`src/rtl/instr_fetch_unit_pkg.sv`:
```
// Shared types and constants for the instruction-fetch stage (package fetch_pkg).
package fetch_pkg;

  localparam int INSTR_W = 32;
  localparam int OP_MSB  = 31;
  localparam int OP_LSB  = 26;
  localparam int PC_STEP = 4;

  typedef enum logic [2:0] {
    IDLE,
    FETCH,
    DISCARD,
    DELIVER,
    HALT
  } state_e;

  typedef enum logic [1:0] {
    PC_HOLD,
    PC_INC,
    PC_REDIR,
    PC_PEND
  } pc_sel_e;

endpackage

```
`src/rtl/instr_fetch_unit_if.sv`:
```
// Fetch-stage bus bundle: instruction memory req/ack, execute redirect and
// decode valid/ready. Optional misalign_o exists only with FETCH_ALIGN_CHK_EN.
interface instr_fetch_unit_if #(
  parameter int ADDR_W = 32
);
  logic              imem_req_o;
  logic [ADDR_W-1:0] imem_addr_o;
  logic              imem_ack_i;
  logic [31:0]       imem_rdata_i;
  logic              redirect_i;
  logic [ADDR_W-1:0] redirect_pc_i;
  logic              instr_valid_o;
  logic              instr_ready_i;
  logic [31:0]       instr_o;
  logic [5:0]        instr_op_o;
  logic [ADDR_W-1:0] pc_o;
  logic [ADDR_W-1:0] pc_plus4_o;
`ifdef FETCH_ALIGN_CHK_EN
  logic              misalign_o;
`endif

  modport master (
    output imem_req_o, imem_addr_o, instr_valid_o, instr_o, instr_op_o,
           pc_o, pc_plus4_o,
`ifdef FETCH_ALIGN_CHK_EN
    output misalign_o,
`endif
    input  imem_ack_i, imem_rdata_i, redirect_i, redirect_pc_i, instr_ready_i
  );

  modport slave (
    input  imem_req_o, imem_addr_o, instr_valid_o, instr_o, instr_op_o,
           pc_o, pc_plus4_o,
`ifdef FETCH_ALIGN_CHK_EN
    input  misalign_o,
`endif
    output imem_ack_i, imem_rdata_i, redirect_i, redirect_pc_i, instr_ready_i
  );

endinterface

```
`src/rtl/instr_fetch_unit_pc_reg.sv`:
```
// Program counter register (module fetch_pc_reg) with next-PC mux and the
// wrapping +4 adder.
import fetch_pkg::*;

module fetch_pc_reg #(
  parameter int              ADDR_W   = 32,
  parameter logic [ADDR_W-1:0] RESET_PC = '0
) (
  input  logic              clk_i,
  input  logic              rst_i,
  input  pc_sel_e           sel,
  input  logic [ADDR_W-1:0] redirect_pc,
  input  logic [ADDR_W-1:0] pending_pc,
  output logic [ADDR_W-1:0] pc,
  output logic [ADDR_W-1:0] pc_plus4
);

  // Adder wraps naturally at 2^ADDR_W.
  assign pc_plus4 = pc + ADDR_W'(PC_STEP);

  // PC update: hold, step, take redirect, or take the parked redirect target.
  always_ff @(posedge clk_i) begin
    if (!rst_i) begin
      pc <= RESET_PC;
    end else begin
      case (sel)
        PC_INC:   pc <= pc_plus4;
        PC_REDIR: pc <= redirect_pc;
        PC_PEND:  pc <= pending_pc;
        default:  pc <= pc;
      endcase
    end
  end

endmodule

```
`src/rtl/instr_fetch_unit.sv`:
```
// Instruction-fetch stage: owns the PC, fetches over req/ack, hands words to
// decode over valid/ready and squashes wrong-path fetches on redirect.
// Optional macro FETCH_ALIGN_CHK_EN adds misalign_o and the HALT state.
//
// state   | meaning
// IDLE    | one cycle after reset before the first request
// FETCH   | request outstanding at pc
// DISCARD | wrong-path request outstanding; target parked in pending_q
// DELIVER | instruction presented to decode
// HALT    | misaligned redirect seen; stopped until reset
import fetch_pkg::*;

module instr_fetch_unit #(
  parameter int              ADDR_W   = 32,
  parameter logic [ADDR_W-1:0] RESET_PC = 32'h0000_0000
) (
  input logic clk_i,
  input logic rst_i,
  instr_fetch_unit_if.master bus
);

  state_e               state, state_next;
  pc_sel_e              pc_sel;
  logic [INSTR_W-1:0]   instr_q;
  logic [ADDR_W-1:0]    pending_q;
  logic [ADDR_W-1:0]    pc, pc_plus4, redir_pc;
  logic                 instr_load, pending_load, redir_halt;

`ifdef FETCH_ALIGN_CHK_EN
  logic misalign_q, misalign_set;
  assign redir_pc   = bus.redirect_pc_i;
  assign redir_halt = bus.redirect_i && (bus.redirect_pc_i[1:0] != 2'b00);
  assign bus.misalign_o = misalign_q;
`else
  // Low address bits are forced to zero: targets are always word aligned.
  assign redir_pc   = bus.redirect_pc_i & ~ADDR_W'(3);
  assign redir_halt = 1'b0;
`endif

  fetch_pc_reg #(
    .ADDR_W  (ADDR_W),
    .RESET_PC(RESET_PC)
  ) u_pc_reg (
    .clk_i      (clk_i),
    .rst_i      (rst_i),
    .sel        (pc_sel),
    .redirect_pc(redir_pc),
    .pending_pc (pending_q),
    .pc         (pc),
    .pc_plus4   (pc_plus4)
  );

  assign bus.imem_req_o    = (state == FETCH) || (state == DISCARD);
  assign bus.imem_addr_o   = pc;
  assign bus.instr_valid_o = (state == DELIVER);
  assign bus.instr_o       = instr_q;
  assign bus.instr_op_o    = instr_q[OP_MSB:OP_LSB];
  assign bus.pc_o          = pc;
  assign bus.pc_plus4_o    = pc_plus4;

  // State register.
  always_ff @(posedge clk_i) begin
    if (!rst_i) state <= IDLE;
    else        state <= state_next;
  end

  // Next state, PC select and latch enables.
  always_comb begin
    state_next   = state;
    pc_sel       = PC_HOLD;
    instr_load   = 1'b0;
    pending_load = 1'b0;
`ifdef FETCH_ALIGN_CHK_EN
    misalign_set = 1'b0;
`endif
    case (state)
      IDLE: state_next = FETCH;
      FETCH: begin
        if (redir_halt) begin
          state_next = HALT;
`ifdef FETCH_ALIGN_CHK_EN
          misalign_set = 1'b1;
`endif
        end else if (bus.redirect_i) begin
          if (bus.imem_ack_i) begin
            pc_sel = PC_REDIR;
          end else begin
            pending_load = 1'b1;
            state_next   = DISCARD;
          end
        end else if (bus.imem_ack_i) begin
          instr_load = 1'b1;
          state_next = DELIVER;
        end
      end
      DISCARD: begin
        if (redir_halt) begin
          state_next = HALT;
`ifdef FETCH_ALIGN_CHK_EN
          misalign_set = 1'b1;
`endif
        end else if (bus.imem_ack_i) begin
          // A redirect arriving with the ack is newer than the parked target.
          pc_sel     = bus.redirect_i ? PC_REDIR : PC_PEND;
          state_next = FETCH;
        end else if (bus.redirect_i) begin
          pending_load = 1'b1;
        end
      end
      DELIVER: begin
        if (redir_halt) begin
          state_next = HALT;
`ifdef FETCH_ALIGN_CHK_EN
          misalign_set = 1'b1;
`endif
        end else if (bus.redirect_i) begin
          pc_sel     = PC_REDIR;
          state_next = FETCH;
        end else if (bus.instr_ready_i) begin
          pc_sel     = PC_INC;
          state_next = FETCH;
        end
      end
      HALT:    state_next = HALT;
      default: state_next = IDLE;
    endcase
  end

  // Instruction latch, loaded on a good-path ack.
  always_ff @(posedge clk_i) begin
    if (!rst_i)          instr_q <= '0;
    else if (instr_load) instr_q <= bus.imem_rdata_i;
  end

  // Parked redirect target while a wrong-path fetch drains.
  always_ff @(posedge clk_i) begin
    if (!rst_i)            pending_q <= '0;
    else if (pending_load) pending_q <= redir_pc;
  end

`ifdef FETCH_ALIGN_CHK_EN
  // Sticky misalignment flag, cleared only by reset.
  always_ff @(posedge clk_i) begin
    if (!rst_i)            misalign_q <= 1'b0;
    else if (misalign_set) misalign_q <= 1'b1;
  end
`endif

endmodule

```
`src/flat_wrapper.sv`:
```
// flat-port wrapper written by rule: the top's interface ports become plain ports
module instr_fetch_unit_flat 
#(
  parameter int              ADDR_W   = 32,
  parameter logic [ADDR_W-1:0] RESET_PC = 32'h0000_0000
)
  (clk_i, rst_i, bus_imem_req_o, bus_imem_addr_o, bus_instr_valid_o, bus_instr_o, bus_instr_op_o, bus_pc_o, bus_pc_plus4_o, bus_imem_ack_i, bus_imem_rdata_i, bus_redirect_i, bus_redirect_pc_i, bus_instr_ready_i);
  instr_fetch_unit_if #(.ADDR_W(ADDR_W)) bus_i ();
  input logic clk_i;
  input logic rst_i;
  output wire logic [$bits(bus_i.imem_req_o)-1:0] bus_imem_req_o;
  output wire logic [$bits(bus_i.imem_addr_o)-1:0] bus_imem_addr_o;
  output wire logic [$bits(bus_i.instr_valid_o)-1:0] bus_instr_valid_o;
  output wire logic [$bits(bus_i.instr_o)-1:0] bus_instr_o;
  output wire logic [$bits(bus_i.instr_op_o)-1:0] bus_instr_op_o;
  output wire logic [$bits(bus_i.pc_o)-1:0] bus_pc_o;
  output wire logic [$bits(bus_i.pc_plus4_o)-1:0] bus_pc_plus4_o;
  input wire logic [$bits(bus_i.imem_ack_i)-1:0] bus_imem_ack_i;
  input wire logic [$bits(bus_i.imem_rdata_i)-1:0] bus_imem_rdata_i;
  input wire logic [$bits(bus_i.redirect_i)-1:0] bus_redirect_i;
  input wire logic [$bits(bus_i.redirect_pc_i)-1:0] bus_redirect_pc_i;
  input wire logic [$bits(bus_i.instr_ready_i)-1:0] bus_instr_ready_i;
  assign bus_imem_req_o = bus_i.imem_req_o;
  assign bus_imem_addr_o = bus_i.imem_addr_o;
  assign bus_instr_valid_o = bus_i.instr_valid_o;
  assign bus_instr_o = bus_i.instr_o;
  assign bus_instr_op_o = bus_i.instr_op_o;
  assign bus_pc_o = bus_i.pc_o;
  assign bus_pc_plus4_o = bus_i.pc_plus4_o;
  assign bus_i.imem_ack_i = bus_imem_ack_i;
  assign bus_i.imem_rdata_i = bus_imem_rdata_i;
  assign bus_i.redirect_i = bus_redirect_i;
  assign bus_i.redirect_pc_i = bus_redirect_pc_i;
  assign bus_i.instr_ready_i = bus_instr_ready_i;
  instr_fetch_unit #(.ADDR_W(ADDR_W), .RESET_PC(RESET_PC)) u_core (.clk_i(clk_i), .rst_i(rst_i), .bus(bus_i));
endmodule
```
`config.mk`:
```
export PLATFORM = sky130hd
export DESIGN_NAME = instr_fetch_unit_flat
export DESIGN_NICKNAME = d
export VERILOG_FILES = /design/src/rtl/instr_fetch_unit_pkg.sv /design/src/rtl/instr_fetch_unit_if.sv /design/src/rtl/instr_fetch_unit_pc_reg.sv /design/src/rtl/instr_fetch_unit.sv /design/src/flat_wrapper.sv
export SDC_FILE = /design/constraint.sdc
export NUM_CORES = 1
export LEC_CHECK = 0
export ABC_CLOCK_PERIOD_IN_PS = 3700
export BUFFER_PORTS_ARGS = -buffer_cell sky130_fd_sc_hd__buf_2
export CORE_MARGIN = 2
export CORE_UTILIZATION = 50
export DETAILED_ROUTE_END_ITERATION = 16
export GPL_ROUTABILITY_DRIVEN = 0
export PLACE_DENSITY = 0.82
export SLEW_MARGIN = 20
export SYNTH_ARGS = -nofsm -noshare
export SYNTH_HDL_FRONTEND = slang
export SYNTH_SLANG_ARGS = --single-unit
```
`constraint.sdc`:
```
create_clock -name clk_i -period 3.7 [get_ports clk_i]
set_input_delay 0.185 -clock clk_i [delete_from_list [all_inputs] [get_ports clk_i]]
set_output_delay 0.185 -clock clk_i [all_outputs]
set_load 0.03 [all_outputs]
```
======== Word level (Yosys, flattened, before mapping) ========
Index checks and enable logic that the tools add are counted.
word-level totals
  logic and storage cells ................. 43
  bits of input ports ..................... 69
  bits in registers ....................... 97
  output and inout port bits .............. 136
operators by class
  mux-type cells .......................... 23
  equality and inequality tests ........... 11
  add/subtract/negate cells ............... 1
  reductions and logical operators ........ 4
operators with widths
  operator                 count
  $pmux W32 S3             1
  $add A32 B3 Y32 const B  1
  $mux W3                  6
  $pmux W3 S5              1
  $mux W1                  9
  $mux W2                  4
  $eq A3 B2 Y1 const B     2
  $ne A3 B3 Y1 const B     2
  $pmux W2 S3              1
  $eq A2 B2 Y1 const B     2
  $reduce_and A4 Y1        1
  $eq A3 B1 Y1 const B     1
  $eq A3 B3 Y1 const B     1
  $logic_not A3 Y1         1
  $ne A3 B1 Y1 const B     1
  $reduce_bool A3 Y1       1
  $eq A2 B1 Y1 const B     1
  $ne A2 B2 Y1 const B     1
  $pmux W1 S2              1
  $logic_or A1 B1 Y1       1

======== Longest topological paths before layout ========
  depth in word-level cells ............... 5
  mapped depth ............................ 8
  gate-level depth less buffers ........... 6

======== By module ========
Synthesis repeated with hierarchy kept, for this count alone.
unflattened totals
  cells, all modules ...................... 663
  area total of the unflattened synthesis .. 5587.9 µm²
by module, submodules not included
  module            instances  area each (µm²)  cells each  sequential area each (µm²)
  instr_fetch_unit  1          3026.7           337         1301.2
  fetch_pc_reg      1          2561.2           326         640.6

======== Worst setup path after synthesis ========
OpenSTA, ideal clock, no wires.
  kind .................................... register to register
  start ................................... register u_core.u_pc_reg.pc[2]
  end ..................................... register u_core.u_pc_reg.pc[20]
  stages on the path, launching flop included .. 7
  period minus slack after synthesis ...... 2.388 ns
  path slack .............................. 1.312 ns
  buffers on the path ..................... 0
  arrival time ............................ 2.317 ns
  path through ............................ dfxtp_1 -> ha_1 -> nand4_1 -> nor4_4 -> nand3_1 -> xnor2_1 -> o2bb2ai_1
between the ends
  word-level cells in the longest chain between the ends .. 2
ends and longest elaborated chain
  element                 RTL line                       source
  start, declared         instr_fetch_unit_pc_reg.sv:14  output logic [ADDR_W-1:0] pc,
  start signal, assigned  instr_fetch_unit_pc_reg.sv:27  PC_INC: pc <= pc_plus4;
  start signal, assigned  instr_fetch_unit_pc_reg.sv:28  PC_REDIR: pc <= redirect_pc;
  start signal, assigned  instr_fetch_unit_pc_reg.sv:29  PC_PEND: pc <= pending_pc;
  $add A32 B3 Y32         instr_fetch_unit_pc_reg.sv:19  assign pc_plus4 = pc + ADDR_W'(PC_STEP);
  net bus_pc_plus4_o[20]  flat_wrapper.sv:17             output wire logic [$bits(bus_i.pc_plus4_o)-1:0] bus_pc_plus4_o;
  $pmux W32 S3            instr_fetch_unit_pc_reg.sv:26  case (sel)
The timed path passes the listed nets, and every way through them passes these cells.
A chain may end at the register's enable or synchronous reset.

======== Final worst setup path ========
  start ................................... register u_core.u_pc_reg.pc[2]
  end ..................................... output port bus_pc_plus4_o[30]
between the ends
  word-level cells in the longest chain between the ends .. 1
ends and longest elaborated chain
  element          RTL line
  $add A32 B3 Y32  instr_fetch_unit_pc_reg.sv:19
  end, declared    flat_wrapper.sv:17
Every way passes these cells.

==> results.sh <==
export IMPL_stdcell_count=938
export IMPL_intPower_mw=1.53
export IMPL_cts_buffer_depth=2
export IMPL_portBuffers=196
export IMPL_route_detailed_drc=0
export IMPL_synth_edff_count=0
export IMPL_fmax_mhz=369
export IMPL_design_area_um2=6050
export IMPL_syn_to_final_growth_pct=17.6
export IMPL_ant_nets=0
export IMPL_setup_worst_path_end_class="primary output"
export IMPL_swShare_pct=37.1
export IMPL_rrSetupSlack_ps=1270
export IMPL_fin_skew_ps=13.3
export IMPL_p_per_area_nw_per_um2=401
export IMPL_setup_viol=0
export IMPL_die_x_um=105
export IMPL_ctsHtreeMaxLevel=3
export IMPL_irDropWorstVdd_uv=177
export IMPL_drv_slew=0
export IMPL_coreArea_um2=10100
export IMPL_drive_gt1_share_pct=31.2
export IMPL_synth_flop_cell="dfxtp_1"
export IMPL_syn_area_um2=5140
export IMPL_r2r_end="u_core.u_pc_reg.pc[31]"
export IMPL_power_mw=2.43
export IMPL_worst_r2r_cell_count=6
export IMPL_crit_required_ps=3510
export IMPL_arrival_ps=2520
export IMPL_placed_cell_area_um2=5870
export IMPL_hold_ws_ps=50.4
export IMPL_met2_usage_pct=38.6
export IMPL_cts_hold_buf=0
export IMPL_drt_pre_antenna_iters=7
export IMPL_grt_pass1_wl_um=22500
export IMPL_p_seq_share_pct=48.1
export IMPL_p_sw_mw=0.901
export IMPL_wl_per_cell_um=15.1
export IMPL_p_comb_share_pct=26.1
export IMPL_syn_inst=666
export IMPL_dp_cells=921
export IMPL_wirelength_um=14200
export IMPL_track_usage_pct=24.8
export IMPL_initialDrtViolationCount=398
export IMPL_tns_ps=0
export IMPL_multi_input_area_um2=2730
export IMPL_die_height_um=105
export IMPL_period_share_pct=73.2
export IMPL_synth_seq_cells=95
export IMPL_synthArstFlopShare_pct=0
export IMPL_via_per_inst=5.58
export IMPL_grt_overflow=0
export IMPL_die_area_um2=11100
export IMPL_clkPwrFrac_pct=25.7
export IMPL_grt_busiest_layer="met2"
export IMPL_grt_pass1_vias=4463
export IMPL_endpoint="bus_pc_plus4_o[30]"
export IMPL_post_cts_buffers=0
export IMPL_ys_types=64
export IMPL_root_buffer="clkbuf_8"
export IMPL_drv_cap=0
export IMPL_dp_hpwl_um=9920
export IMPL_path_max_fanout=10
export IMPL_antenna_found_initial=1
export IMPL_worstSetupPathType="reg -> out"
export IMPL_cts_made_buffers=9
export IMPL_min_path_type="in -> reg"
export IMPL_crit_start="u_core.u_pc_reg.pc[2]"
export IMPL_worst_pin_slew_ps=1070
export IMPL_clkSinkCount=95
export IMPL_rows=37
export IMPL_regArea_um2=1900
export IMPL_yosys_warnings=0
export IMPL_cts_tree="done"
export IMPL_nFillCells=990
export IMPL_crit_path_start_kind="flip-flop"
export IMPL_ys_seq_area_share_pct=37.0
export IMPL_fin_crit_ps=2710
export IMPL_rsz0062_at_grt="no"
export IMPL_clock_latency_ps=360
export IMPL_worstReg2RegStart="u_core.state[2]"
export IMPL_initial_core_util_pct=50.7
export IMPL_layout_nets=866
export IMPL_met3_usage_pct=7.11
export IMPL_p_leak_nw=2.62
export IMPL_vias=5238
export IMPL_slew_headroom_pct=28.5
export IMPL_grt_max_degree=50
export IMPL_io_pin_count=205
export IMPL_status="complete, no violations"
export IMPL_avgSynthCellArea_um2=7.72
export IMPL_hold_viol_final=0
export IMPL_cts_resized=0
export IMPL_grtUsageMet1_pct=33.8
export IMPL_worst_setup_hold_path_clk_slew_ps=100
-- layer usage --
| layer | vias up | share of wire (%) | wire, µm |
|---|---|---|---|
| met5 | - | 0 | 0 |
| met1 | 2407 | 42 | 5900 |
| li1 | 2549 | - | - |
| met2 | 265 | 46 | 6580 |
| met4 | 0 | 1.4 | 201 |
| met3 | 17 | 11 | 1490 |
-- registers in the layout (all words and copies together) (netlist names) --
| register | count |
|---|---|
| u_core.bus.instr_o | 32 |
| u_core.pending_q | 30 |
| u_core.u_pc_reg.pc | 30 |
| u_core.state | 3 |
-- synth_stat cells, types with 4 or more instances --
cell type  count  area (µm²)
nor3_1        10        50.1
and2_1         6        37.5
or3_1          4        25.0
o221a_2       10         113
nor4_1         5        31.3
nand2b_1       5        31.3
a31oi_1        7        43.8
o31a_1        15         131
and3_1         4        25.0
inv_1          6        22.5
buf_2         14        70.1
dfxtp_1       95        1900
clkbuf_1      30         113
a311oi_1       4        35.0
nand2_1      167         627
a21oi_1       82         410
xnor2_1       18         158
and4_1         4        35.0
nand3_1       17        85.1
nand4_1        9        56.3
o21ai_0       15        75.1
xor2_1         6        52.6
nor2_1        18        67.6
buf_4         43         323
a22oi_1        7        52.6
a211oi_1       9        67.6
-- layout by cell type, fill, tap and decap left out, types with 3 or more instances in the layout --
cell type / instances
clkbuf_8: 9
or4_1: 3
nor4_1: 5
or3_1: 4
inv_1: 5
xnor2_1: 18
and4_1: 4
a311oi_1: 4
clkinvlp_4: 3
nor2_1: 17
and3_1: 4
a31oi_1: 7
conb_1: 6
nand2_1: 167
a211oi_1: 8
buf_4: 9
o21ai_0: 15
o21a_1: 3
a22o_1: 3
and2_1: 6
dfxtp_1: 95
xor2_1: 6
o211a_1: 3
o31a_1: 15
a22oi_1: 7
nand3_1: 17
o31ai_1: 3
nand2b_1: 5
buf_2: 196
o2bb2ai_1: 3
o221a_2: 10
a21oi_1: 82
nor3_1: 9
nand4_1: 9
-- cells by family (layout without fill, tap and decap cells) --
| family | count (synthesis) | in the layout | share of synthesized area [%] |
|---|---|---|---|
| other | 1 | 7 | 0.0729 |
| buffers and inverters | 97 | 227 | 10.7 |
| AOI/OAI and AO/OA | 176 | 176 | 22.6 |
| DFF | 95 | 95 | 37.0 |
| adders and majority gates | 1 | 1 | 0.243 |
| muxes | 3 | 3 | 0.633 |
| xor gates and xnor gates | 24 | 24 | 4.09 |
| and+or+nand+nor | 269 | 269 | 24.6 |
-- power groups by stage --
| stage | sequential (mW) | clock (mW) | combinational (mW) |
|---|---|---|---|
| floorplan | 1.25 | 0 | 0.419 |
| detailed placement | 1.19 | 0 | 0.635 |
| global route | 1.18 | 0.680 | 0.677 |
| finish | 1.17 | 0.625 | 0.634 |
| global placement | 1.19 | 0 | 0.628 |
| CTS | 1.17 | 0.641 | 0.635 |
-- worst max-delay path: stages, from the launching register on --
cell	delay (ps)
dfxtp_1	550
ha_1	380
nand4_1	210
nor4_4	390
nand2_1	210
xnor2_1	210
buf_2	220
-- worst min-delay path by stage --
stage | start | end | cells past startpoint
after floorplan | bus_imem_ack_i | u_core.state[0] | 2
after global placement | bus_imem_rdata_i[7] | u_core.bus.instr_o[7] | 3
after detailed placement | bus_imem_rdata_i[7] | u_core.bus.instr_o[7] | 3
after CTS | bus_imem_rdata_i[31] | u_core.bus.instr_o[31] | 3
after global routing | bus_imem_rdata_i[17] | u_core.bus.instr_o[17] | 3
final | bus_imem_rdata_i[31] | u_core.bus.instr_o[31] | 3
-- layout make-up --
type | instances | area share, %
Antenna cell | 1 | 0.0414
Multi-Input combinational cell | 479 | 45.1
Sequential cell | 95 | 31.5
Tap cell | 136 | 2.81
Timing Repair Buffer | 205 | 17.3
Inverter | 6 | 0.373
Clock buffer | 10 | 2.11
Clock inverter | 6 | 0.745
-- per-stage QoR --
stage / utilization [%] / setup slack [ps]
2_1_floorplan: - / 1310
3_3_place_gp: 57.9 / 1360
3_5_place_dp: 57.9 / 1320
4_1_cts: 59.6 / 1000
5_1_grt: 59.6 / 768
6_report: 59.6 / 991
No activity file was read; power rests on OpenSTA's default activity.
